$ cat src/rtl/serial_sub_ctrl.sv
// Bit-serial subtractor: computes a - b - bin one bit per cycle, LSB first,
// with a three-state IDLE/RUN/DONE controller and registered result outputs.

module serial_sub_cell (
  input  logic a_i,
  input  logic b_i,
  input  logic br_i,
  output logic d_o,
  output logic br_o
);
  assign d_o  = a_i ^ b_i ^ br_i;
  assign br_o = (~a_i & b_i) | (~(a_i ^ b_i) & br_i);
endmodule

module serial_sub_ctrl #(
  parameter int WIDTH = 8
) (
  input  logic             clk,
  input  logic             rst_n,
  input  logic             start,
  input  logic             abort,
  input  logic [WIDTH-1:0] a,
  input  logic [WIDTH-1:0] b,
  input  logic             bin,
  output logic             busy,
  output logic             done,
  output logic [WIDTH-1:0] diff,
  output logic             bout
);
  localparam int CW = $clog2(WIDTH);
  localparam logic [CW-1:0] LAST = CW'(WIDTH - 1);

  typedef enum logic [1:0] {IDLE, RUN, DONE} state_t;

  state_t           state_q, state_d;
  logic [CW-1:0]    cnt_q, cnt_d;
  logic             br_q, br_d;
  logic [WIDTH-1:0] a_q, a_d, b_q, b_d, sr_q, sr_d, diff_q, diff_d;
  logic             bout_q, bout_d, busy_q, busy_d, done_q, done_d;
  logic             d_bit, br_nxt, accept;

  // Operand registers shift right so the active bit is always at index 0.
  serial_sub_cell u_cell (
    .a_i (a_q[0]),
    .b_i (b_q[0]),
    .br_i(br_q),
    .d_o (d_bit),
    .br_o(br_nxt)
  );

  // abort outranks start even outside RUN
  assign accept = start && !abort && (state_q != RUN);

  always_comb begin
    state_d = state_q;
    cnt_d   = cnt_q;
    br_d    = br_q;
    a_d     = a_q;
    b_d     = b_q;
    sr_d    = sr_q;
    diff_d  = diff_q;
    bout_d  = bout_q;
    case (state_q)
      RUN: begin
        if (abort) begin
          state_d = IDLE;
        end else begin
          a_d  = a_q >> 1;
          b_d  = b_q >> 1;
          br_d = br_nxt;
          sr_d = {d_bit, sr_q[WIDTH-1:1]};
          if (cnt_q == LAST) begin
            state_d = DONE;
            diff_d  = {d_bit, sr_q[WIDTH-1:1]};
            bout_d  = br_nxt;
          end else begin
            cnt_d = cnt_q + 1'b1;
          end
        end
      end
      default: begin
        if (accept) begin
          state_d = RUN;
          a_d     = a;
          b_d     = b;
          br_d    = bin;
          cnt_d   = '0;
        end else begin
          state_d = IDLE;
        end
      end
    endcase
    busy_d = (state_d == RUN);
    done_d = (state_d == DONE);
  end

  always_ff @(posedge clk or negedge rst_n) begin
    if (!rst_n) begin
      state_q <= IDLE;
      cnt_q   <= '0;
      br_q    <= 1'b0;
      a_q     <= '0;
      b_q     <= '0;
      sr_q    <= '0;
      diff_q  <= '0;
      bout_q  <= 1'b0;
      busy_q  <= 1'b0;
      done_q  <= 1'b0;
    end else begin
      state_q <= state_d;
      cnt_q   <= cnt_d;
      br_q    <= br_d;
      a_q     <= a_d;
      b_q     <= b_d;
      sr_q    <= sr_d;
      diff_q  <= diff_d;
      bout_q  <= bout_d;
      busy_q  <= busy_d;
      done_q  <= done_d;
    end
  end

  assign busy = busy_q;
  assign done = done_q;
  assign diff = diff_q;
  assign bout = bout_q;
endmodule

$ cat config.mk
export PLATFORM = sky130hd
export DESIGN_NAME = serial_sub_ctrl
export DESIGN_NICKNAME = d
export VERILOG_FILES = /design/src/rtl/serial_sub_ctrl.sv
export SDC_FILE = /design/constraint.sdc
export NUM_CORES = 1
export LEC_CHECK = 0
export CAP_MARGIN = 20
export CORE_UTILIZATION = 48
export CTS_BUF_LIST = sky130_fd_sc_hd__clkbuf_4 sky130_fd_sc_hd__clkbuf_8
export DETAILED_ROUTE_END_ITERATION = 6
export PLACE_DENSITY = 0.8
export SETUP_SLACK_MARGIN = 0.3
export SLEW_MARGIN = 30
export SYNTH_ARGS = -nofsm -noshare
export SYNTH_HDL_FRONTEND = slang
export SYNTH_SLANG_ARGS = --single-unit
$ cat constraint.sdc
create_clock -name clk -period 1.8 [get_ports clk]
set_input_delay 0.36 -clock clk [delete_from_list [all_inputs] [get_ports clk]]
set_output_delay 0.36 -clock clk [all_outputs]
set_load 0.01 [all_outputs]
After elaboration in Yosys (flattened, before gate mapping):

Cells that the tools add are included.
W data, S select, Z words.

* register bits after elaboration: 41
* latch bits: 0
* memories: 0
* logic and storage cells: 51
* RAM bits: 0
* ROM bits: 0

* div/mod/pow operators: 0
* reductions and logical operators: 8
* magnitude comparators: 0
* $mul: 0
* bitwise logic cells: 8
* equal/unequal tests: 7
* add/sub/neg operators: 1
* shift operators: 0
* multiplexer cells: 17

Operators with widths (count)
* $mux W8: 6
* $mux W3: 4
* $mux W2: 3
* $reduce_and A3 Y1: 2
* $eq A2 B1 Y1 const B: 2
* $mux W1: 4
* $ne A2 B2 Y1 const B: 2
* $reduce_and A2 Y1: 2
* $add A3 B1 Y3 const B: 1
* $eq A3 B3 Y1 const B: 1
* $not A1 Y1: 3
* $and A1 B1 Y1: 2
* $eq A2 B2 Y1 const B: 1
* $logic_and A1 B1 Y1: 2
* $ne A2 B1 Y1 const B: 1
* $reduce_bool A2 Y1: 1
* $xor A1 B1 Y1: 2
* $logic_not A1 Y1: 1
* $or A1 B1 Y1: 1

Longest topological paths before layout:

Gate-level depths: netlist of run 1.

* depth in word-level cells: 6
* gate-level depth with buffers: 6
* depth with buffers taken out: 5

By module:

Synthesis of run 1 repeated with hierarchy kept, for this count alone.

* cells, all modules: 120
* area, all modules: 1846.8 um^2

Modules (own cells, without submodules)
* serial_sub_ctrl: instances 1, area each 1815.5 um^2, cells each 116, sequential area each 1001.0 um^2
* serial_sub_cell: instances 1, area each 31.3 um^2, cells each 4, sequential area each 0.0 um^2

Worst setup path before layout of run 1:

Ideal clock, no wire load.

* path type: reg-to-reg
* from: reg cnt_q[0]
* to: reg diff_q[0] (netlist: diff[0])
* required time: 1.672 ns
* arrival: 1.539 ns
* stages on the path, launching flop included: 7
* setup time: 0.128 ns
* slack: 0.134 ns
* cells stage by stage: dfrtp_1 -> ha_1 -> ha_1 -> clkbuf_1 -> nor3b_2 -> buf_4 -> mux2_1

* longest elaborated chain between the ends: 2

Ends and longest elaborated chain
* start: declaration: line 36 `logic [CW-1:0] cnt_q, cnt_d;`
* start signal: assignment: line 111 `cnt_q <= cnt_d;`
* $eq A3 B3 Y1: line 72 `if (cnt_q == LAST) begin`
* $reduce_and A3 Y1 (no source line)
* end signal: assignment: line 116 `diff_q <= diff_d;`
* end: declaration: line 38 `logic [WIDTH-1:0] a_q, a_d, b_q, b_d, sr_q, sr_d, diff_q, diff_d;`

Every way passes these cells.
A chain may end at the register's enable or synchronous reset.

Worst setup path in the final report of run 1:

* from: reg cnt_q[0]
* to: reg diff_q[6] (netlist: diff[6])

The elaborated chain is that of the path after synthesis.

==> impl_results.html, run 1 <==
<table>
<tr><th>Metric</th><th>Value</th></tr>
<tr><th colspan="2">Routing</th></tr>
<tr><td>Routed wire length per instance</td><td>16.5 um</td></tr>
<tr><td>Drt total wl</td><td>3640 um</td></tr>
<tr><td>Number of detailed-routing iterations run before antenna repair</td><td>4</td></tr>
<tr><td>Vias per cell</td><td>5.24</td></tr>
<tr><td>Final routed DRC violation total</td><td>0</td></tr>
<tr><td>Number of nets with antenna violations after detailed routing</td><td>0</td></tr>
<tr><td>Via count of the routed design</td><td>1,152</td></tr>
<tr><td>Number of violations reported at the end of detailed-routing iteration 0</td><td>36</td></tr>
<tr><th colspan="2">Floorplan</th></tr>
<tr><td>Die Footprint</td><td>4100 um^2</td></tr>
<tr><td>Die span in x</td><td>64.1 um</td></tr>
<tr><td>IO Count</td><td>32</td></tr>
<tr><td>Effective utilization at floorplan</td><td>50.1%</td></tr>
<tr><td>Number of placement rows</td><td>22</td></tr>
<tr><td>Vertical die dimension</td><td>64.1 um</td></tr>
<tr><td>Placeable core region</td><td>3690 um^2</td></tr>
<tr><th colspan="2">Placed design</th></tr>
<tr><td>Buffers added on ports</td><td>31</td></tr>
<tr><td>Post-detailed-placement half-perimeter wirelength</td><td>2200 um</td></tr>
<tr><td>Routability congestion estimate</td><td>0.757</td></tr>
<tr><td>Post-Place Setup Slack</td><td>0.0131 ns</td></tr>
<tr><th colspan="2">Synth</th></tr>
<tr><td>EDFF count, synth</td><td>0</td></tr>
<tr><td>Number of synthesis warnings</td><td>0</td></tr>
<tr><td>Biggest area contributors in the synthesized netlist</td><td>sky130_fd_sc_hd__dfrtp_1, sky130_fd_sc_hd__mux2_2, sky130_fd_sc_hd__mux2_4, sky130_fd_sc_hd__mux2_1, sky130_fd_sc_hd__mux2i_1</td></tr>
<tr><td>Most instantiated cells after synthesis</td><td>sky130_fd_sc_hd__dfrtp_1, sky130_fd_sc_hd__mux2_2, sky130_fd_sc_hd__mux2_4, sky130_fd_sc_hd__mux2_1</td></tr>
<tr><td>Cell with the most instances after synthesis</td><td>sky130_fd_sc_hd__dfrtp_1</td></tr>
<tr><td>Post-Syn Area per Cell</td><td>15.3 um^2</td></tr>
<tr><td>Sequential-to-total area share from yosys stat</td><td>54.2%</td></tr>
<tr><td>Most common flop cell mapped by yosys</td><td>sky130_fd_sc_hd__dfrtp_1</td></tr>
<tr><td>Library cell occupying the most area in the post-synthesis netlist</td><td>sky130_fd_sc_hd__dfrtp_1</td></tr>
<tr><td>Fraction of synthesis flops using an asynchronous set or reset pin</td><td>100%</td></tr>
<tr><td>Post-synth top area share</td><td>54.2%</td></tr>
<tr><td>Synthesized flop and latch total</td><td>40</td></tr>
<tr><td>Net count after synthesis</td><td>145</td></tr>
<tr><td>Gate count of the mapped netlist</td><td>121</td></tr>
<tr><td>Number of distinct library cells after synthesis</td><td>26</td></tr>
<tr><td>Syn Std Cell Area</td><td>1850 um^2</td></tr>
<tr><th colspan="2">CTS</th></tr>
<tr><td>CTS buffer count</td><td>5</td></tr>
<tr><td># clock sinks</td><td>40</td></tr>
<tr><td>Clk Latency, worst-skew pair</td><td>0.29 ns</td></tr>
<tr><td>Clock transition at the registers of the reported paths</td><td>0.07 ns</td></tr>
<tr><td>TritonCTS clock tree</td><td>built</td></tr>
<tr><td>Total number of H-tree levels</td><td>2</td></tr>
<tr><td>Maximum count of clock buffers along a single path</td><td>2</td></tr>
<tr><td># hold bufs at CTS</td><td>0</td></tr>
<tr><td>Cell at the root of the clock tree</td><td>sky130_fd_sc_hd__clkbuf_8</td></tr>
<tr><th colspan="2">Pwr</th></tr>
<tr><td>Clock power frac</td><td>28.7%</td></tr>
<tr><td>Total design power</td><td>2.55 mW</td></tr>
<tr><td>Switching part of the total</td><td>24.6%</td></tr>
<tr><td>Power Density</td><td>979 nW/um^2</td></tr>
<tr><td>Combinational share of power</td><td>24.1%</td></tr>
<tr><td>Max rail drop VDD</td><td>674 uV</td></tr>
<tr><td>Static leakage</td><td>1.28 nW</td></tr>
<tr><td>Internal power</td><td>1.92 mW</td></tr>
<tr><td>Switching power summed over all nets</td><td>0.626 mW</td></tr>
<tr><td>Part of the total power dissipated in sequential elements</td><td>47.2%</td></tr>
<tr><th colspan="2">Final layout</th></tr>
<tr><td>Fraction of layout cells with a size suffix above 1</td><td>44.8%</td></tr>
<tr><td>Fill cell instance count of the final layout</td><td>267</td></tr>
<tr><td>Signed area change from the synthesized netlist to the final layout</td><td>40.8%</td></tr>
<tr><td>Ant. Diodes</td><td>0</td></tr>
<tr><td>Net count, final</td><td>195</td></tr>
<tr><th colspan="2">Worst setup path</th></tr>
<tr><td>Logic depth of the worst path, buffers included</td><td>5</td></tr>
<tr><td>Crit path DAT</td><td>1.71 ns</td></tr>
<tr><td>Required time at the endpoint of the critical path</td><td>1.98 ns</td></tr>
<tr><td>Largest incremental delay on the critical path</td><td>0.38 ns</td></tr>
<tr><td>Launching element type of the critical path</td><td>flop</td></tr>
<tr><td>Critical path buffers and inverters</td><td>1</td></tr>
<tr><td>Kind of cell adding the most delay to the critical path</td><td>flip-flops</td></tr>
<tr><td>Critical setup path kind</td><td>reg2reg</td></tr>
<tr><td>Nature of the critical path endpoint</td><td>flop</td></tr>
<tr><td>Critical path fanouts, max</td><td>5</td></tr>
<tr><td>Depth of the worst register-to-register path</td><td>5</td></tr>
<tr><td>Worst-path cell chain</td><td>ha_2 &gt; ha_4 &gt; nor3b_4 &gt; buf_6 &gt; mux2_4</td></tr>
<tr><td>Cell with the largest stage delay on the worst path</td><td>sky130_fd_sc_hd__dfrtp_1</td></tr>
<tr><th colspan="2">Worst hold path</th></tr>
<tr><td>Class of the tightest hold or removal check</td><td>in2async</td></tr>
<tr><th colspan="2">Timing</th></tr>
<tr><td>Total negative setup slack</td><td>0 ns</td></tr>
<tr><td>Remaining max-slew budget at the tightest pin</td><td>66.2%</td></tr>
<tr><td>Final count of hold timing violations</td><td>0</td></tr>
<tr><td>Unrepaired setup endpoints after global routing</td><td>true</td></tr>
<tr><td>Measured slew at the worst slew-check pin</td><td>0.507 ns</td></tr>
<tr><td>Time the worst path needs with I/O delays and setup</td><td>1.54 ns</td></tr>
<tr><td>Final Skew</td><td>0.00209 ns</td></tr>
<tr><td>Total of endpoints with negative setup slack in the final report</td><td>0</td></tr>
<tr><td>Highest clock rate</td><td>0.651 GHz</td></tr>
<tr><td>Slew Limit Fails</td><td>0</td></tr>
<tr><td>Setup ws final</td><td>0.264 ns</td></tr>
<tr><td>Tcrit/Tclk final</td><td>85.3%</td></tr>
<tr><th colspan="2">Job</th></tr>
<tr><td>Max-capacitance violation count</td><td>0</td></tr>
<tr><th colspan="2">Global routing</th></tr>
<tr><td>First-pass GRT wire length</td><td>5580 um</td></tr>
<tr><td>Global-route total usage across every layer</td><td>18.3%</td></tr>
<tr><td>Maximum number of pins on one net before global-route repair</td><td>41</td></tr>
<tr><td>Congestion Overflow GR</td><td>0</td></tr>
<tr><td>Antenna violations before repair</td><td>0</td></tr>
<tr><td>Via count of the first global-routing pass</td><td>1,207</td></tr>
<tr><th colspan="2">Run status</th></tr>
<tr><td>Result of the run</td><td>completed</td></tr>
</table>
[flip-flops by register name (all words and copies together) (netlist names)]
register / cells
sr_q: 7
bout: 1
br_q: 1
done: 1
a_q: 8
state_q: 2
busy: 1
b_q: 8
cnt_q: 3
diff: 8
[per-layer routing]
metal	part of all wire (%)	GRT usage, %
met4	3.2	9.09
met1	43	22.0
met2	50	30.7
met3	4.3	3.93
met5	0	0
[path summary, 6_finish.rpt]
check | startpoint | end | slack (ns)
max reg2reg | cnt_q[0]$_DFFE_PN0P_ | diff[6]$_DFFE_PN0P_ | 0.26
min | rst_n | diff[1]$_DFFE_PN0P_ | 0.12
max in group asynchronous | rst_n | cnt_q[2]$_DFFE_PN0P_ | 1.33
max | cnt_q[0]$_DFFE_PN0P_ | diff[6]$_DFFE_PN0P_ | 0.26
min in group clk | abort | done$_DFF_PN0_ | 0.50
min reg2reg | diff[0]$_DFFE_PN0P_ | diff[0]$_DFFE_PN0P_ | 0.51
[stage by stage]
stage,instances,util (%),hold WS [ns],instance area (um^2)
6_report,220,70.5,0.122,2600
3_3_place_gp,199,61.2,0.437,2260
2_1_floorplan,121,-,0.0644,1910
5_1_grt,220,70.5,0.164,2600
4_1_cts,212,65.7,0.136,2420
3_5_place_dp,199,61.2,0.446,2260
[area by class of cell]
cell class / count / area, um^2 / share of cell area, %
clock buffers: 6 / 76.3 / 2.93
clock inverters: 2 / 35.0 / 1.35
well taps: 48 / 60.1 / 2.31
inverters: 4 / 15.0 / 0.577
multi-input cells: 70 / 895 / 34.4
repair buffers: 50 / 519 / 20.0
flip-flops and latches: 40 / 1000 / 38.5
[worst register-to-register path, cell delays in order (launching register included)]
cell and delay, ns:
sky130_fd_sc_hd__dfrtp_1 0.38, sky130_fd_sc_hd__ha_2 0.21, sky130_fd_sc_hd__ha_4 0.13, sky130_fd_sc_hd__nor3b_4 0.23, sky130_fd_sc_hd__buf_6 0.17, sky130_fd_sc_hd__mux2_4 0.30
[power groups by stage]
stage               Combinational [mW]  Clock (mW)  Sequential, mW
CTS                              0.503       0.738            1.20
global route                     0.666       0.787            1.23
floorplan                        0.350           0            1.18
detailed placement               0.486           0            1.22
global placement                 0.457           0            1.20
finish                           0.613       0.731            1.20
[cell families after synthesis]
logic type	count (synthesis)	share of synthesized area [%]
AND/OR/NAND/NOR	9	3.25
flip-flops	40	54.2
buffers and inverters	11	4.60
multiplexers	45	30.0
AO/OA/AOI/OAI	13	5.55
adder cells (fa/ha/maj)	3	2.44
[cell usage in the layout, fill, tap and decap left out]
cell / Yosys / layout
sky130_fd_sc_hd__dfrtp_1: 40 / 40
sky130_fd_sc_hd__mux2_4: 14 / 37
sky130_fd_sc_hd__clkdlybuf4s50_1: 0 / 18
sky130_fd_sc_hd__dlygate4sd2_1: 0 / 10
sky130_fd_sc_hd__buf_4: 1 / 10
sky130_fd_sc_hd__clkbuf_8: 0 / 5
sky130_fd_sc_hd__buf_6: 3 / 5
sky130_fd_sc_hd__inv_1: 4 / 4
sky130_fd_sc_hd__a21oi_1: 4 / 4
sky130_fd_sc_hd__mux2i_1: 4 / 4
sky130_fd_sc_hd__mux2_2: 19 / 4
sky130_fd_sc_hd__o2bb2ai_1: 3 / 3
sky130_fd_sc_hd__nor3_1: 2 / 2
sky130_fd_sc_hd__a22o_1: 2 / 2
sky130_fd_sc_hd__a22oi_1: 2 / 2
sky130_fd_sc_hd__clkbuf_16: 0 / 2
sky130_fd_sc_hd__dlymetal6s2s_1: 0 / 2
sky130_fd_sc_hd__buf_12: 1 / 2
sky130_fd_sc_hd__nor2b_4: 0 / 1
sky130_fd_sc_hd__nand2b_4: 0 / 1
sky130_fd_sc_hd__a21o_1: 1 / 1
sky130_fd_sc_hd__nor3b_4: 0 / 1
sky130_fd_sc_hd__nor3b_1: 2 / 1
sky130_fd_sc_hd__nor2_4: 0 / 1
sky130_fd_sc_hd__a21oi_4: 1 / 1
sky130_fd_sc_hd__nor2_1: 1 / 1
sky130_fd_sc_hd__nor3b_2: 1 / 1
sky130_fd_sc_hd__fa_1: 1 / 1
sky130_fd_sc_hd__ha_2: 0 / 1
sky130_fd_sc_hd__ha_4: 0 / 1
sky130_fd_sc_hd__clkinv_2: 0 / 1
sky130_fd_sc_hd__bufinv_16: 0 / 1
sky130_fd_sc_hd__clkbuf_4: 0 / 1
sky130_fd_sc_hd__buf_2: 1 / 1
[repair_timing]
action                     4_1_cts  5_1_grt
cloned                           1        2
setup buffers                    4        6
gates resized for setup         18       22
pin swaps                        0        1
setup endpoints to repair       39       33
Note: power is estimated with default switching activity, not from simulation.
==> run 2, diff against run 1 <==
- DONT_BUFFER_PORTS: unset -> 1
- PLACE_DENSITY: 0.8 -> 0.69
==> run 2 against run 1 <==
Effect of this change:
- flip-flop and latch count did not move
- setup slack improved by 0.011 ns
- die area is the same
- combinational power down 21%
- largest power group unchanged
- fmax grew 0.71%
- non-clock buffer count decreased by 35
- critical endpoint is now diff[5]$_DFFE_PN0P_
- critical path depth unchanged
- sequential share of layout area rose by 6.5 points
- global-route usage down 0.44 points
==> impl_results.html, run 2 (synthesis results as in run 1) <==
<table>
<tr><th>Metric</th><th>Value</th></tr>
<tr><th colspan="2">Pwr</th></tr>
<tr><td>Clock power frac</td><td>26.4% (-2.3 points)</td></tr>
<tr><td>Switching part of the total</td><td>25.7% (+1.1 points)</td></tr>
<tr><td>Power Density</td><td>1030 nW/um^2 (+5.4%)</td></tr>
<tr><td>Combinational share of power</td><td>21.2% (-2.9 points)</td></tr>
<tr><td>Max rail drop VDD</td><td>541 uV (-20%)</td></tr>
<tr><td>Static leakage</td><td>1.04 nW (-18%)</td></tr>
<tr><td>Internal power</td><td>1.70 mW (-11%)</td></tr>
<tr><td>Total design power</td><td>2.29 mW (-9.9%)</td></tr>
<tr><td>Part of the total power dissipated in sequential elements</td><td>52.4% (+5.2 points)</td></tr>
<tr><td>Switching power summed over all nets</td><td>0.590 mW (-5.8%)</td></tr>
<tr><th colspan="2">Worst setup path</th></tr>
<tr><td>Nature of the critical path endpoint</td><td>flop</td></tr>
<tr><td>Worst-path cell chain</td><td>ha_2 &gt; ha_4 &gt; nor3b_4 &gt; buf_6 &gt; mux2_4</td></tr>
<tr><td>Crit path DAT</td><td>1.70 ns (about the same)</td></tr>
<tr><td>Critical path fanouts, max</td><td>5 (unchanged)</td></tr>
<tr><td>Largest incremental delay on the critical path</td><td>0.37 ns (about the same)</td></tr>
<tr><td>Critical setup path kind</td><td>reg2reg</td></tr>
<tr><td>Depth of the worst register-to-register path</td><td>5 (unchanged)</td></tr>
<tr><td>Launching element type of the critical path</td><td>flop</td></tr>
<tr><td>Cell with the largest stage delay on the worst path</td><td>sky130_fd_sc_hd__dfrtp_1</td></tr>
<tr><td>Required time at the endpoint of the critical path</td><td>1.98 ns (about the same)</td></tr>
<tr><th colspan="2">Timing</th></tr>
<tr><td>Total negative setup slack</td><td>0 ns (unchanged)</td></tr>
<tr><td>Final count of hold timing violations</td><td>0 (unchanged)</td></tr>
<tr><td>Time the worst path needs with I/O delays and setup</td><td>1.52 ns (-0.0108 ns)</td></tr>
<tr><td>Highest clock rate</td><td>0.656 GHz (+0.71%)</td></tr>
<tr><td>Slew Limit Fails</td><td>0 (unchanged)</td></tr>
<tr><td>Total of endpoints with negative setup slack in the final report</td><td>0 (unchanged)</td></tr>
<tr><td>Remaining max-slew budget at the tightest pin</td><td>82.4% (+16 points)</td></tr>
<tr><td>Setup ws final</td><td>0.275 ns (+0.0108 ns)</td></tr>
<tr><td>Tcrit/Tclk final</td><td>84.7% (-0.60 points)</td></tr>
<tr><td>Unrepaired setup endpoints after global routing</td><td>true</td></tr>
<tr><td>Measured slew at the worst slew-check pin</td><td>0.262 ns (-0.245 ns)</td></tr>
<tr><td>Final Skew</td><td>0.00873 ns (+0.00664 ns)</td></tr>
<tr><th colspan="2">Routing</th></tr>
<tr><td>Number of nets with antenna violations after detailed routing</td><td>0 (unchanged)</td></tr>
<tr><td>Drt total wl</td><td>3320 um (-8.7%)</td></tr>
<tr><td>Number of detailed-routing iterations run before antenna repair</td><td>4 (unchanged)</td></tr>
<tr><td>Final routed DRC violation total</td><td>0 (unchanged)</td></tr>
<tr><td>Via count of the routed design</td><td>1,002 (-13%)</td></tr>
<tr><td>Routed wire length per instance</td><td>18.0 um (+8.6%)</td></tr>
<tr><td>Number of violations reported at the end of detailed-routing iteration 0</td><td>114 (+220%)</td></tr>
<tr><td>Vias per cell</td><td>5.42 (+3.4%)</td></tr>
<tr><th colspan="2">CTS</th></tr>
<tr><td># clock sinks</td><td>40 (unchanged)</td></tr>
<tr><td>TritonCTS clock tree</td><td>built</td></tr>
<tr><td>Maximum count of clock buffers along a single path</td><td>2 (unchanged)</td></tr>
<tr><td>Total number of H-tree levels</td><td>2 (unchanged)</td></tr>
<tr><td>CTS buffer count</td><td>5 (unchanged)</td></tr>
<tr><td>Clock transition at the registers of the reported paths</td><td>0.08 ns (about the same)</td></tr>
<tr><td>Clk Latency, worst-skew pair</td><td>0.29 ns (about the same)</td></tr>
<tr><td>Cell at the root of the clock tree</td><td>sky130_fd_sc_hd__clkbuf_8</td></tr>
<tr><th colspan="2">Final layout</th></tr>
<tr><td>Fill cell instance count of the final layout</td><td>281 (+5.2%)</td></tr>
<tr><td>Most frequent cells in the layout</td><td>sky130_fd_sc_hd__dfrtp_1, sky130_fd_sc_hd__mux2_4, sky130_fd_sc_hd__mux2_2, sky130_fd_sc_hd__buf_4, sky130_fd_sc_hd__clkbuf_8</td></tr>
<tr><td>Ant. Diodes</td><td>0 (unchanged)</td></tr>
<tr><td>Fraction of layout cells with a size suffix above 1</td><td>51.1% (+6.3 points)</td></tr>
<tr><td>Post-route non-filler standard cell count</td><td>185 (-16%)</td></tr>
<tr><td>Cell area after layout</td><td>2220 um^2 (-14%)</td></tr>
<tr><td>Net count, final</td><td>160 (-18%)</td></tr>
<tr><td>Most common cell after layout, fill and taps aside</td><td>sky130_fd_sc_hd__dfrtp_1</td></tr>
<tr><td>Signed area change from the synthesized netlist to the final layout</td><td>20.4%</td></tr>
<tr><th colspan="2">Placed design</th></tr>
<tr><td>Buffers added on ports</td><td>0 (-100%)</td></tr>
<tr><td>Routability congestion estimate</td><td>0.708 (-6.5%)</td></tr>
<tr><td>Cell area reported after detailed placement</td><td>1930 um^2 (-14%)</td></tr>
<tr><td>Post-detailed-placement half-perimeter wirelength</td><td>2070 um (-6.2%)</td></tr>
<tr><td>Cell total after placement</td><td>167 (-16%)</td></tr>
<tr><td>Post-Place Setup Slack</td><td>0.205 ns (+0.192 ns)</td></tr>
<tr><th colspan="2">Global routing</th></tr>
<tr><td>Antenna violations before repair</td><td>0 (unchanged)</td></tr>
<tr><td>Global-route total usage across every layer</td><td>17.8% (-0.44 points)</td></tr>
<tr><td>Congestion Overflow GR</td><td>0 (unchanged)</td></tr>
<tr><td>Via count of the first global-routing pass</td><td>1,074 (-11%)</td></tr>
<tr><td>Maximum number of pins on one net before global-route repair</td><td>41 (unchanged)</td></tr>
<tr><td>First-pass GRT wire length</td><td>5410 um (-3.1%)</td></tr>
<tr><th colspan="2">Floorplan</th></tr>
<tr><td>Number of placement rows</td><td>22 (unchanged)</td></tr>
<tr><td>Effective utilization at floorplan</td><td>50.1% (unchanged)</td></tr>
<tr><td>IO Count</td><td>32 (unchanged)</td></tr>
<tr><td>Die Footprint</td><td>4100 um^2 (unchanged)</td></tr>
<tr><td>Placeable core region</td><td>3690 um^2 (unchanged)</td></tr>
<tr><td>Vertical die dimension</td><td>64.1 um (unchanged)</td></tr>
<tr><td>Die span in x</td><td>64.1 um (unchanged)</td></tr>
<tr><th colspan="2">Job</th></tr>
<tr><td>Max-capacitance violation count</td><td>0 (unchanged)</td></tr>
<tr><th colspan="2">Worst hold path</th></tr>
<tr><td>Class of the tightest hold or removal check</td><td>in2reg</td></tr>
<tr><td>Worst hold path cell count</td><td>1</td></tr>
<tr><th colspan="2">Run status</th></tr>
<tr><td>Result of the run</td><td>completed</td></tr>
</table>
run 2: path summary, 6_finish.rpt:
path | from | endpoint | slack (ns)
min | abort | done$_DFF_PN0_ | 0.13
min reg2reg | b_q[6]$_DFFE_PN0P_ | b_q[6]$_DFFE_PN0P_ | 0.51
max reg2reg | cnt_q[0]$_DFFE_PN0P_ | diff[5]$_DFFE_PN0P_ | 0.28
min in group asynchronous | rst_n | busy$_DFF_PN0_ | 0.51
max | cnt_q[0]$_DFFE_PN0P_ | diff[5]$_DFFE_PN0P_ | 0.28
max in group asynchronous | rst_n | a_q[2]$_DFFE_PN0P_ | 1.08
run 2: final cells by class:
class | count | area, um^2 | area share [%]
tap | 48 | 60.1 | 2.70
multi-input combinational | 70 | 875 | 39.3
timing repair buffer | 15 | 181 | 8.16
sequential | 40 | 1000 | 45.0
clock inverter | 2 | 10.0 | 0.450
clock buffer | 6 | 82.6 | 3.71
inverter | 4 | 15.0 | 0.675
run 2: critical path, delay by kind of cell (launching register included):
kind	cells	cell delay [ns]
flip-flops	1	0.37
AND/OR/NAND/NOR	1	0.23
adder cells (fa/ha/maj)	2	0.33
buffers and inverters	1	0.18
multiplexers	1	0.30
run 2: per-layer routing:
metal / global-route usage [%] / up-vias / share of wire, %
li1: - / 461 / -
met1: 22.8 / 506 / 44
met2: 27.1 / 29 / 50
met3: 7.14 / 6 / 4.9
met4: 6.25 / 0 / 1.3
met5: 0 / - / 0
run 2: power groups by stage:
stage / Sequential (mW) / Clock, mW / Combinational (mW)
detailed placement: 1.22 / 0 / 0.396
finish: 1.20 / 0.605 / 0.487
CTS: 1.20 / 0.624 / 0.449
floorplan: 1.18 / 0 / 0.350
global route: 1.23 / 0.667 / 0.528
global placement: 1.20 / 0 / 0.375
run 2: stage by stage:
| stage | utilization [%] | hold WS, ns |
|---|---|---|
| after floorplan | - | 0.0644 |
| after global placement | 52.4 | 0.0653 |
| after detailed placement | 52.4 | 0.0653 |
| after CTS | 57.7 | 0.125 |
| after global routing | 60.3 | 0.115 |
| final | 60.3 | 0.132 |
run 2: timing repair:
action,4_1_cts,5_1_grt
gates resized for setup,8,13
buffers inserted,5,1
hold buffers,2,0
setup endpoints to repair,27,21
pin swaps,1,0
cloned,1,1
hold endpoints to repair,40,0
